==> src/rtl/key_debounce_irq.sv <==
// Debounced key inputs with press/release event capture, a 4-word register window
// (STATE, PEND, IE, CTRL) and a registered level interrupt.
module key_debounce_irq #(
    parameter int KEY_NUM    = 4,
    parameter int SAMPLE_DIV = 1000,
    parameter int STABLE_CNT = 8,
    parameter bit ACTIVE_LOW = 1'b1
) (
    input  logic               clk,
    input  logic               rst_n,
    input  logic [KEY_NUM-1:0] key_raw,
    input  logic               wr_en,
    input  logic               rd_en,
    input  logic [1:0]         addr,
    input  logic [31:0]        wdata,
    output logic [31:0]        rdata,
    output logic [KEY_NUM-1:0] key_state,
    output logic               irq
);
    localparam int PW = $clog2(SAMPLE_DIV);
    localparam int CW = $clog2(STABLE_CNT);
    localparam int EW = 2 * KEY_NUM;
    localparam logic [KEY_NUM-1:0] RELEASED = {KEY_NUM{ACTIVE_LOW}};

    logic [KEY_NUM-1:0] sync1, sync2, sample;
    logic [PW-1:0]      presc;
    logic               tick;
    logic               en;
    logic [CW-1:0]      cnt     [KEY_NUM];
    logic [CW-1:0]      cnt_nxt [KEY_NUM];
    logic [KEY_NUM-1:0] state_nxt, press_ev, release_ev;
    logic [EW-1:0]      pend, ie, pend_clr;
    logic [31:0]        read_val;
    logic               wr_pend, wr_ie, wr_ctrl;
    logic               unused_wdata;

    assign unused_wdata = ^wdata[31:EW];

    // Sync flops reset to the released pin level so no phantom press follows reset.
    always_ff @(posedge clk or negedge rst_n) begin
        if (!rst_n) begin
            sync1 <= RELEASED;
            sync2 <= RELEASED;
        end else begin
            sync1 <= key_raw;
            sync2 <= sync1;
        end
    end

    assign sample = ACTIVE_LOW ? ~sync2 : sync2;

    assign tick = en && (presc == PW'(SAMPLE_DIV - 1));

    always_ff @(posedge clk or negedge rst_n) begin
        if (!rst_n)          presc <= '0;
        else if (!en || tick) presc <= '0;
        else                 presc <= presc + 1'b1;
    end

    // Counter tracks consecutive ticks on which the sample disagrees with key_state.
    always_comb begin
        state_nxt  = key_state;
        press_ev   = '0;
        release_ev = '0;
        for (int k = 0; k < KEY_NUM; k++) begin
            cnt_nxt[k] = cnt[k];
            if (!en) begin
                cnt_nxt[k] = '0;
            end else if (tick) begin
                if (sample[k] == key_state[k]) begin
                    cnt_nxt[k] = '0;
                end else if (cnt[k] == CW'(STABLE_CNT - 1)) begin
                    cnt_nxt[k]    = '0;
                    state_nxt[k]  = sample[k];
                    press_ev[k]   = sample[k];
                    release_ev[k] = ~sample[k];
                end else begin
                    cnt_nxt[k] = cnt[k] + 1'b1;
                end
            end
        end
    end

    always_ff @(posedge clk or negedge rst_n) begin
        if (!rst_n) begin
            key_state <= '0;
            for (int k = 0; k < KEY_NUM; k++) cnt[k] <= '0;
        end else begin
            key_state <= state_nxt;
            for (int k = 0; k < KEY_NUM; k++) cnt[k] <= cnt_nxt[k];
        end
    end

    // Bus: single-cycle wr_en/rd_en strobes, no backpressure; reads return pre-write values.
    assign wr_pend  = wr_en && (addr == 2'd1);
    assign wr_ie    = wr_en && (addr == 2'd2);
    assign wr_ctrl  = wr_en && (addr == 2'd3);
    assign pend_clr = wr_pend ? wdata[EW-1:0] : '0;

    always_ff @(posedge clk or negedge rst_n) begin
        if (!rst_n) begin
            pend <= '0;
            ie   <= '0;
            en   <= 1'b1;
            irq  <= 1'b0;
        end else begin
            pend <= (pend & ~pend_clr) | {release_ev, press_ev};
            if (wr_ie)   ie <= wdata[EW-1:0];
            if (wr_ctrl) en <= wdata[0];
            irq  <= |(pend & ie);
        end
    end

    always_comb begin
        read_val = '0;
        case (addr)
            2'd0:    read_val[KEY_NUM-1:0] = key_state;
            2'd1:    read_val[EW-1:0]      = pend;
            2'd2:    read_val[EW-1:0]      = ie;
            default: read_val[0]           = en;
        endcase
    end

    always_ff @(posedge clk or negedge rst_n) begin
        if (!rst_n)     rdata <= '0;
        else if (rd_en) rdata <= read_val;
    end
endmodule
==> config.mk <==
export PLATFORM = sky130hd
export DESIGN_NAME = key_debounce_irq
export DESIGN_NICKNAME = d
export VERILOG_FILES = /design/src/rtl/key_debounce_irq.sv
export SDC_FILE = /design/constraint.sdc
export NUM_CORES = 1
export LEC_CHECK = 0
export CAP_MARGIN = 20
export CELL_PAD_IN_SITES_DETAIL_PLACEMENT = 0
export CELL_PAD_IN_SITES_GLOBAL_PLACEMENT = 1
export CORE_MARGIN = 2
export CORE_UTILIZATION = 25
export CTS_CLUSTER_DIAMETER = 80
export DETAILED_ROUTE_END_ITERATION = 6
export HOLD_SLACK_MARGIN = 0.06
export PLACE_DENSITY = 0.67
export SLEW_MARGIN = 20
export SYNTH_ARGS = -nofsm -noshare
export SYNTH_HDL_FRONTEND = slang
export SYNTH_SLANG_ARGS = --single-unit
==> constraint.sdc <==
create_clock -name clk -period 1.6 [get_ports clk]
set_clock_uncertainty 0.05 [all_clocks]
set_input_delay 0.16 -clock clk [delete_from_list [all_inputs] [get_ports clk]]
set_output_delay 0.16 -clock clk [all_outputs]
set_load 0.02 [all_outputs]
Yosys cells after proc, flatten, opt, wreduce, memory -nomap -nowiden
Index checks and enable logic that the tools add are counted.

storage, ports and cells
  register bits = 60
  word-level logic and storage cells = 112
  output and inout bits = 37

operators by class
  reductions and logical operators = 12
  multiplexer cells = 53
  add/sub/neg operators = 5
  bitwise operators = 13
  equal/unequal tests = 13

operators by type and width
  cell                                                             number
  3-bit 2-to-1 mux                                                 16
  1-bit 2-to-1 mux                                                 32
  8-bit bitwise AND                                                2
  4-bit AND reduction                                              4
  3-bit by 1-bit adder with 3-bit output, second input constant    4
  3-bit == test, second input constant                             4
  10-bit by 1-bit adder with 10-bit output, second input constant  1
  10-bit == test, second input constant                            1
  10-bit 2-to-1 mux                                                1
  3-bit one-hot mux with 3 select lines                            1
  8-bit 2-to-1 mux                                                 1
  1-bit NOT                                                        8
  8-bit NOT                                                        1
  8-bit bitwise OR                                                 1
  4-bit one-hot mux with 2 select lines                            1
  8-bit OR reduction                                               1
  1-bit == test                                                    4
  2-bit == test, second input constant                             2
  1-bit logical AND                                                4
  4-bit NOT                                                        1
  1-bit one-hot mux with 3 select lines                            1
  2-bit by 1-bit == test with 1-bit output, second input constant  1
  2-bit logical NOT                                                1
  2-bit != test, second input constant                             1
  2 further kinds                                                  2

Logic depth before layout (Yosys ltp)
Gate-level depths: netlist (run 1).

  depth in word-level cells = 7
  mapped depth = 6
  gate-level depth less buffers = 5

Worst setup path before layout (run 1)
OpenSTA, ideal clock, no wires.

  path type = register to register
  from = register presc[0]
  to = register key_state[0]
  library setup time = 0.095 ns
  arrival time = 1.557 ns
  setup slack = -0.102 ns
  stages on the path, launching flop included = 7
  period minus slack after synthesis = 1.702 ns
  cells stage by stage = dfrtp_1 -> ha_1 -> nand4bb_2 -> or3_1 -> buf_6 -> buf_8 -> o31ai_1

between the ends
  word-level cells in the longest chain between the ends = 3

RTL lines
  item                                  RTL line  text
  from (decl)                           26        logic [PW-1:0] presc;
  from (signal assigned)                57        else presc <= presc + 1'b1;
  10-bit == test                        52        assign tick = en && (presc == PW'(SAMPLE_DIV - 1));
  1-bit logical AND                     52
  4-bit AND reduction (no source line)  n/a
  to (signal assigned)                  89        key_state <= state_nxt;
  to (decl)                             17        output logic [KEY_NUM-1:0] key_state,

No other way between the ends.
A chain may end at the register's enable or synchronous reset.

Final worst setup path (run 1)
  from = register presc[1]
  to = register cnt[3] (netlist name)

between the ends
  word-level cells in the longest chain between the ends = 3

RTL lines
  item                            RTL line  text
  10-bit == test                  52
  1-bit logical AND               52
  2-bit != test (no source line)  n/a
  to (decl)                       29        logic [CW-1:0] cnt [KEY_NUM];

No other way between the ends.

==> results of run 1 <==
## power breakdown
| group | switching (uW) | internal (uW) | total (uW) | leakage, uW |
|---|---|---|---|---|
| combinational | 299 | 261 | 561 | 0.000839 |
| sequential | 87.3 | 1640 | 1730 | 0.000783 |
| clock | 628 | 1480 | 2110 | 0.000169 |
## layout make-up
type / count / area, um^2 / area share (%)
inverters: 20 / 75.1 / 1.88
multi-input cells: 189 / 1310 / 32.8
flip-flops and latches: 60 / 1510 / 37.9
repair buffers: 63 / 573 / 14.4
well taps: 147 / 184 / 4.61
clock buffers: 12 / 267 / 6.68
clock inverters: 4 / 70.1 / 1.76
## sequential cells by signal, indices dropped and copies added, names as in the netlist
register / flops
sync1: 4
en: 1
rdata: 8
sync2: 4
presc: 10
pend: 8
cnt: 12
irq: 1
ie: 8
key_state: 4
## worst register-to-register path, cell delays in order (launching register included)
cell       delay (ns)
dfrtp_1          0.39
ha_4             0.17
nand4bb_4        0.13
o31ai_1          0.37
buf_4            0.25
o22ai_1          0.10
## path summary, 6_finish.rpt
path	slack, ns	depth (start not counted)	startpoint	end
setup / recovery	0.02	5	presc[1]$_DFF_PN0_	cnt[3]$_DFFE_PN0N_
hold / removal	0.20	1	key_raw[2]	sync1[2]$_DFF_PN1_
setup reg to reg	0.02	5	presc[1]$_DFF_PN0_	cnt[3]$_DFFE_PN0N_
hold reg to reg	0.30	0	sync1[1]$_DFF_PN1_	sync2[1]$_DFF_PN1_
max in group asynchronous	0.85	3	rst_n	sync2[1]$_DFF_PN1_
min in group asynchronous	0.34	3	rst_n	presc[6]$_DFF_PN0_
## layout by cell type (no fill, tap or decap), types with 2 or more instances in the layout
cell type,Yosys,routed
a21oi_1,4,4
clkinv_2,0,2
or3_1,5,4
nand3_1,19,19
clkbuf_8,0,3
buf_12,0,2
bufinv_16,0,2
nand4b_1,3,3
inv_1,20,20
and2_1,3,3
o41ai_2,0,2
o21ai_0,8,8
nand2_1,27,27
buf_4,24,29
mux2i_1,11,11
dfstp_2,9,9
dfrtp_1,51,51
clkdlybuf4s50_1,0,28
nor2_1,6,6
clkbuf_16,0,9
conb_1,1,24
mux2_2,10,10
nand4_1,10,10
xor2_1,2,2
xnor2_1,5,5
a222oi_1,4,4
o22ai_1,11,11
o31ai_1,7,7
ha_1,14,13
a22oi_1,8,8
## what timing repair did
action / CTS / global route
endpoints found under the hold margin: 51 / 0
hold buffers: 1 / 0
cloned: 0 / 0
pin swaps: 0 / 2
gates resized for setup: 3 / 2
setup endpoints to repair: 3 / 10
## logic make-up after synthesis
kind of cell | Yosys count
compound gates | 45
simple gates | 78
flops | 60
mux | 21
other cells | 1
fa+ha+maj | 14
xor+xnor | 7
buf+inv | 54
## per-stage QoR
stage	instances	area (um^2)	utilization (%)	setup WS, ns
final	495	3990	33.6	0.0233
after global routing	495	3990	33.6	-0.0467
after CTS	495	3980	33.5	0.0128
after detailed placement	478	3620	30.5	-0.226
after global placement	478	3620	30.5	-0.184
after floorplan	303	3110	-	0.00713
## per-layer routing
| metal | up-vias | wire, um | track usage [%] |
|---|---|---|---|
| li1 | 1077 | - | - |
| met2 | 45 | 2860 | 15.7 |
| met4 | 0 | 65 | 3.41 |
| met3 | 4 | 263 | 3.72 |
| met1 | 1053 | 3140 | 15.1 |
| met5 | - | 0 | 0 |
==> flow_summary.toml, run 1 <==
[status]
outcome = "finished clean"

[yosys]
synth.area.mux_share_pct = 7.41
yosysMostFrequentCell = "dfrtp_1"
yosys_warnings = 0
yosys.area.top_type = "dfrtp_1"
netlist_top_cells_count = "dfrtp_1, nand2_1, buf_4"
synthAdderAreaFrac_pct = 5.83
netlist.area_leader.share_pct = 42.5
synth.yosys.seq_area_share_pct = 50.4
synth_area_um2 = 3000
synth.distinct_cells = 33
ys_ff_latch = 60
synth_compound_area_share_pct = 10.3
synth_top_family_by_area = "simple AND/OR/NAND/NOR gates"
syn_inst = 280
synth_async_sr_flop_share_pct = 100
synth_xor_area_share_pct = 2.04
synth_edf_count = 0
yosys.area_share.simple_pct = 13.6
synth_area_leaders = "dfrtp_1, dfstp_2, buf_4"
synthFlopType = "dfrtp_1"
syn_area_per_cell_um2 = 10.7

[cells_and_area]
layout-drive-gt1-share_pct = 21.3
fin_nets = 399
fillers = 1203
diodes = 0
synthToLayoutAreaGrowth_pct = 32.9

[route]
drt-wirelength-per-cell_um = 12.8
firstDrtPassIters = 4
num_vias = 2179
wl_mm = 6.33
antenna_left = 0
drt-initial-drc-count = 122
drc_errors = 0
vias_per_cell = 4.40

[worst_setup_path]
crit_arrival_ns = 1.72
crit_type = "reg2reg"
critical_path.cell_chain = "ha_4 -> nand4bb_4 -> o31ai_1 -> buf_4 -> o22ai_1"
critPathCaptureType = "register"
cp-start-kind = "register"
worstPathRequired_ns = 1.74
slowest_stage = "dfrtp_1"
path_buf_inv = 1
cp_max_fo = 10
crit_family = "compound AO/OA/AOI/OAI gates"
critPathMaxStageDelay_ns = 0.39

[die]
rows = 40
dieArea_um2 = 12900
coreArea_um2 = 11900
start_util_pct = 25.3
fp.dieW_um = 114
die_h_um = 114
num_io_pins = 79

[power_and_ir_drop]
total_power_uw = 4400
peakVddDrop_mv = 0.378
power_density_nw_per_um2 = 1100
leakage_uw = 0.00179

[clock_tree]
cts.sinks = 60
postCtsSetupRepairBufs = 0
h-tree-depth = 3
clk_pin_slew_ns = 0.05
cts.path.max_buffers = 2
cts_buffers = 9
clk_latency_ns = 0.31
cts_tree = "done"
root_buffer = "clkbuf_16"

[place]
dp_hpwl_mm = 4.64
gp_congestion = 0.756
portBuffers = 30

[global_routing]
gr-total-overflow = 0
grt_pass1_vias = 2210
grt_pass1_wl_mm = 10.8
grt_max_degree = 61
grtUsageTotal_pct = 10.8
antenna_found_initial = 0

[timing]
fin_crit_sh_pct = 98.5
maxSlewViolCount = 0
grt_setup_unrepaired = "true"
hold_viol_final = 0
finalCriticalPeriod_ns = 1.58
setup_violations = 0
whs_ns = 0.199
fmax_mhz = 634
fin_tns_setup_ns = 0

[min_path]
hold_path_class = "in2reg"

[run]
maxCapViolations = 0
(Power assumes the default switching activity.)
==> run 2, diff against run 1 <==
GPL_TIMING_DRIVEN = 0   (was default)
PLACE_DENSITY = 0.63   (was 0.67)
==> flow_summary.toml, run 2 (synthesized netlist as in run 1, its figures left out) <==
[route]
antenna_left = 0
wl_mm = 6.75
num_vias = 2247
firstDrtPassIters = 5
vias_per_cell = 4.41
drt-initial-drc-count = 118
drt-wirelength-per-cell_um = 13.3
drc_errors = 0

[global_routing]
grt_pass1_wl_mm = 11.0
grt_max_degree = 34
antenna_found_initial = 0
gr-total-overflow = 0
grtUsageTotal_pct = 11.0
grt_pass1_vias = 2180

[timing]
grt_setup_unrepaired = "true"
maxSlewViolCount = 0
whs_ns = 0.189
fin_tns_setup_ns = 0
fmax_mhz = 634
finalCriticalPeriod_ns = 1.58
setup_violations = 0
hold_viol_final = 0
fin_crit_sh_pct = 98.6

[cells_and_area]
seqCellArea_um2 = 1520
synthToLayoutAreaGrowth_pct = 38.1
fin_nets = 413
fin_area_um2 = 4150
fillers = 1168
layout-drive-gt1-share_pct = 27.6
diodes = 0
final_common_cell = "dfrtp_1"
largest-register = "cnt"
reg_top3 = "cnt: 12 flops, presc: 10 flops"
largest_reg_flops = 12
multi_input_area_um2 = 1390
layout_common_cells = "dfrtp_1, buf_4, nand2_1"

[worst_setup_path]
cp-start-kind = "register"
crit_arrival_ns = 1.73
worstPathRequired_ns = 1.75
cp_max_fo = 6
critPathCaptureType = "register"
crit_type = "reg2reg"

[clock_tree]
cts_tree = "done"
cts.path.max_buffers = 2
cts_buffers = 9
clk_latency_ns = 0.32
cts.sinks = 60
h-tree-depth = 3
root_buffer = "clkbuf_16"
clk_pin_slew_ns = 0.05

[place]
dp_hpwl_mm = 4.77
portBuffers = 28
place_area_um2 = 3600
gp_congestion = 0.726

[die]
die_h_um = 114
dieArea_um2 = 12900
coreArea_um2 = 11900
fp.dieW_um = 114
start_util_pct = 25.3
num_io_pins = 79
rows = 40

[power_and_ir_drop]
leakage_uw = 0.00187
power_density_nw_per_um2 = 1040
peakVddDrop_mv = 0.401

[run]
maxCapViolations = 0

[status]
outcome = "finished clean"

[min_path]
hold_path_class = "in2reg"
run 2: area by class of cell:
class	count	share of cell area, %
Timing Repair Buffer	46	10.9
Clock buffer	12	6.18
Sequential cell	60	36.5
Tap cell	147	4.43
Multi-Input combinational cell	189	33.4
Inverter	20	1.81
Buffer	31	5.61
Clock inverter	4	1.15
run 2: critical path, cell delays in order (launching register included):
cell	delay, ns
dfrtp_1	0.38
ha_4	0.17
nand4bb_4	0.13
or3_4	0.42
buf_4	0.18
mux2i_1	0.12
run 2: worst paths after layout:
check,cells past startpoint,slack (ns),start,end
worst max-delay path,5,0.02,presc[1]$_DFF_PN0_,cnt[2]$_DFFE_PN0N_
worst min-delay path,1,0.19,key_raw[2],sync1[2]$_DFF_PN1_
worst max register to register,5,0.02,presc[1]$_DFF_PN0_,cnt[2]$_DFFE_PN0N_
worst min register to register,0,0.31,sync1[1]$_DFF_PN1_,sync2[1]$_DFF_PN1_
max in group asynchronous,3,0.67,rst_n,en$_DFFE_PN1P_
min in group asynchronous,2,0.27,rst_n,presc[6]$_DFF_PN0_
run 2: power by group:
| part | switching, uW | internal, uW | leakage, uW |
|---|---|---|---|
| clock network | 654 | 1280 | 0.000149 |
| registers | 93.6 | 1640 | 0.000779 |
| logic | 317 | 322 | 0.000941 |
run 2: what timing repair did:
action                                 CTS  global route
setup endpoints to repair               40            27
buffers inserted                         6             9
pin swaps                                4             7
hold buffers                             1             0
gates cloned                             0             1
resized for setup                       15            19
endpoints found under the hold margin   27             0
run 2: stage by stage:
step                      worst slack (ns)  instances  total power (uW)  util (%)
final                               0.0231        509              4310      35.0
after global routing               -0.0428        509              4520      35.0
after CTS                         -0.00862        499              4280      33.3
after detailed placement            -0.585        479              2290      30.3
after global placement               -1.73        478              2280      30.2
after floorplan                    0.00713        303              2080         -
run 2: layer usage:
layer | global-route usage (%) | vias up | routed length (um)
met5 | 0 | - | 0
met3 | 2.39 | 10 | 303
met1 | 15.3 | 1077 | 3300
li1 | - | 1109 | -
met2 | 16.2 | 51 | 3030
met4 | 5.12 | 0 | 114
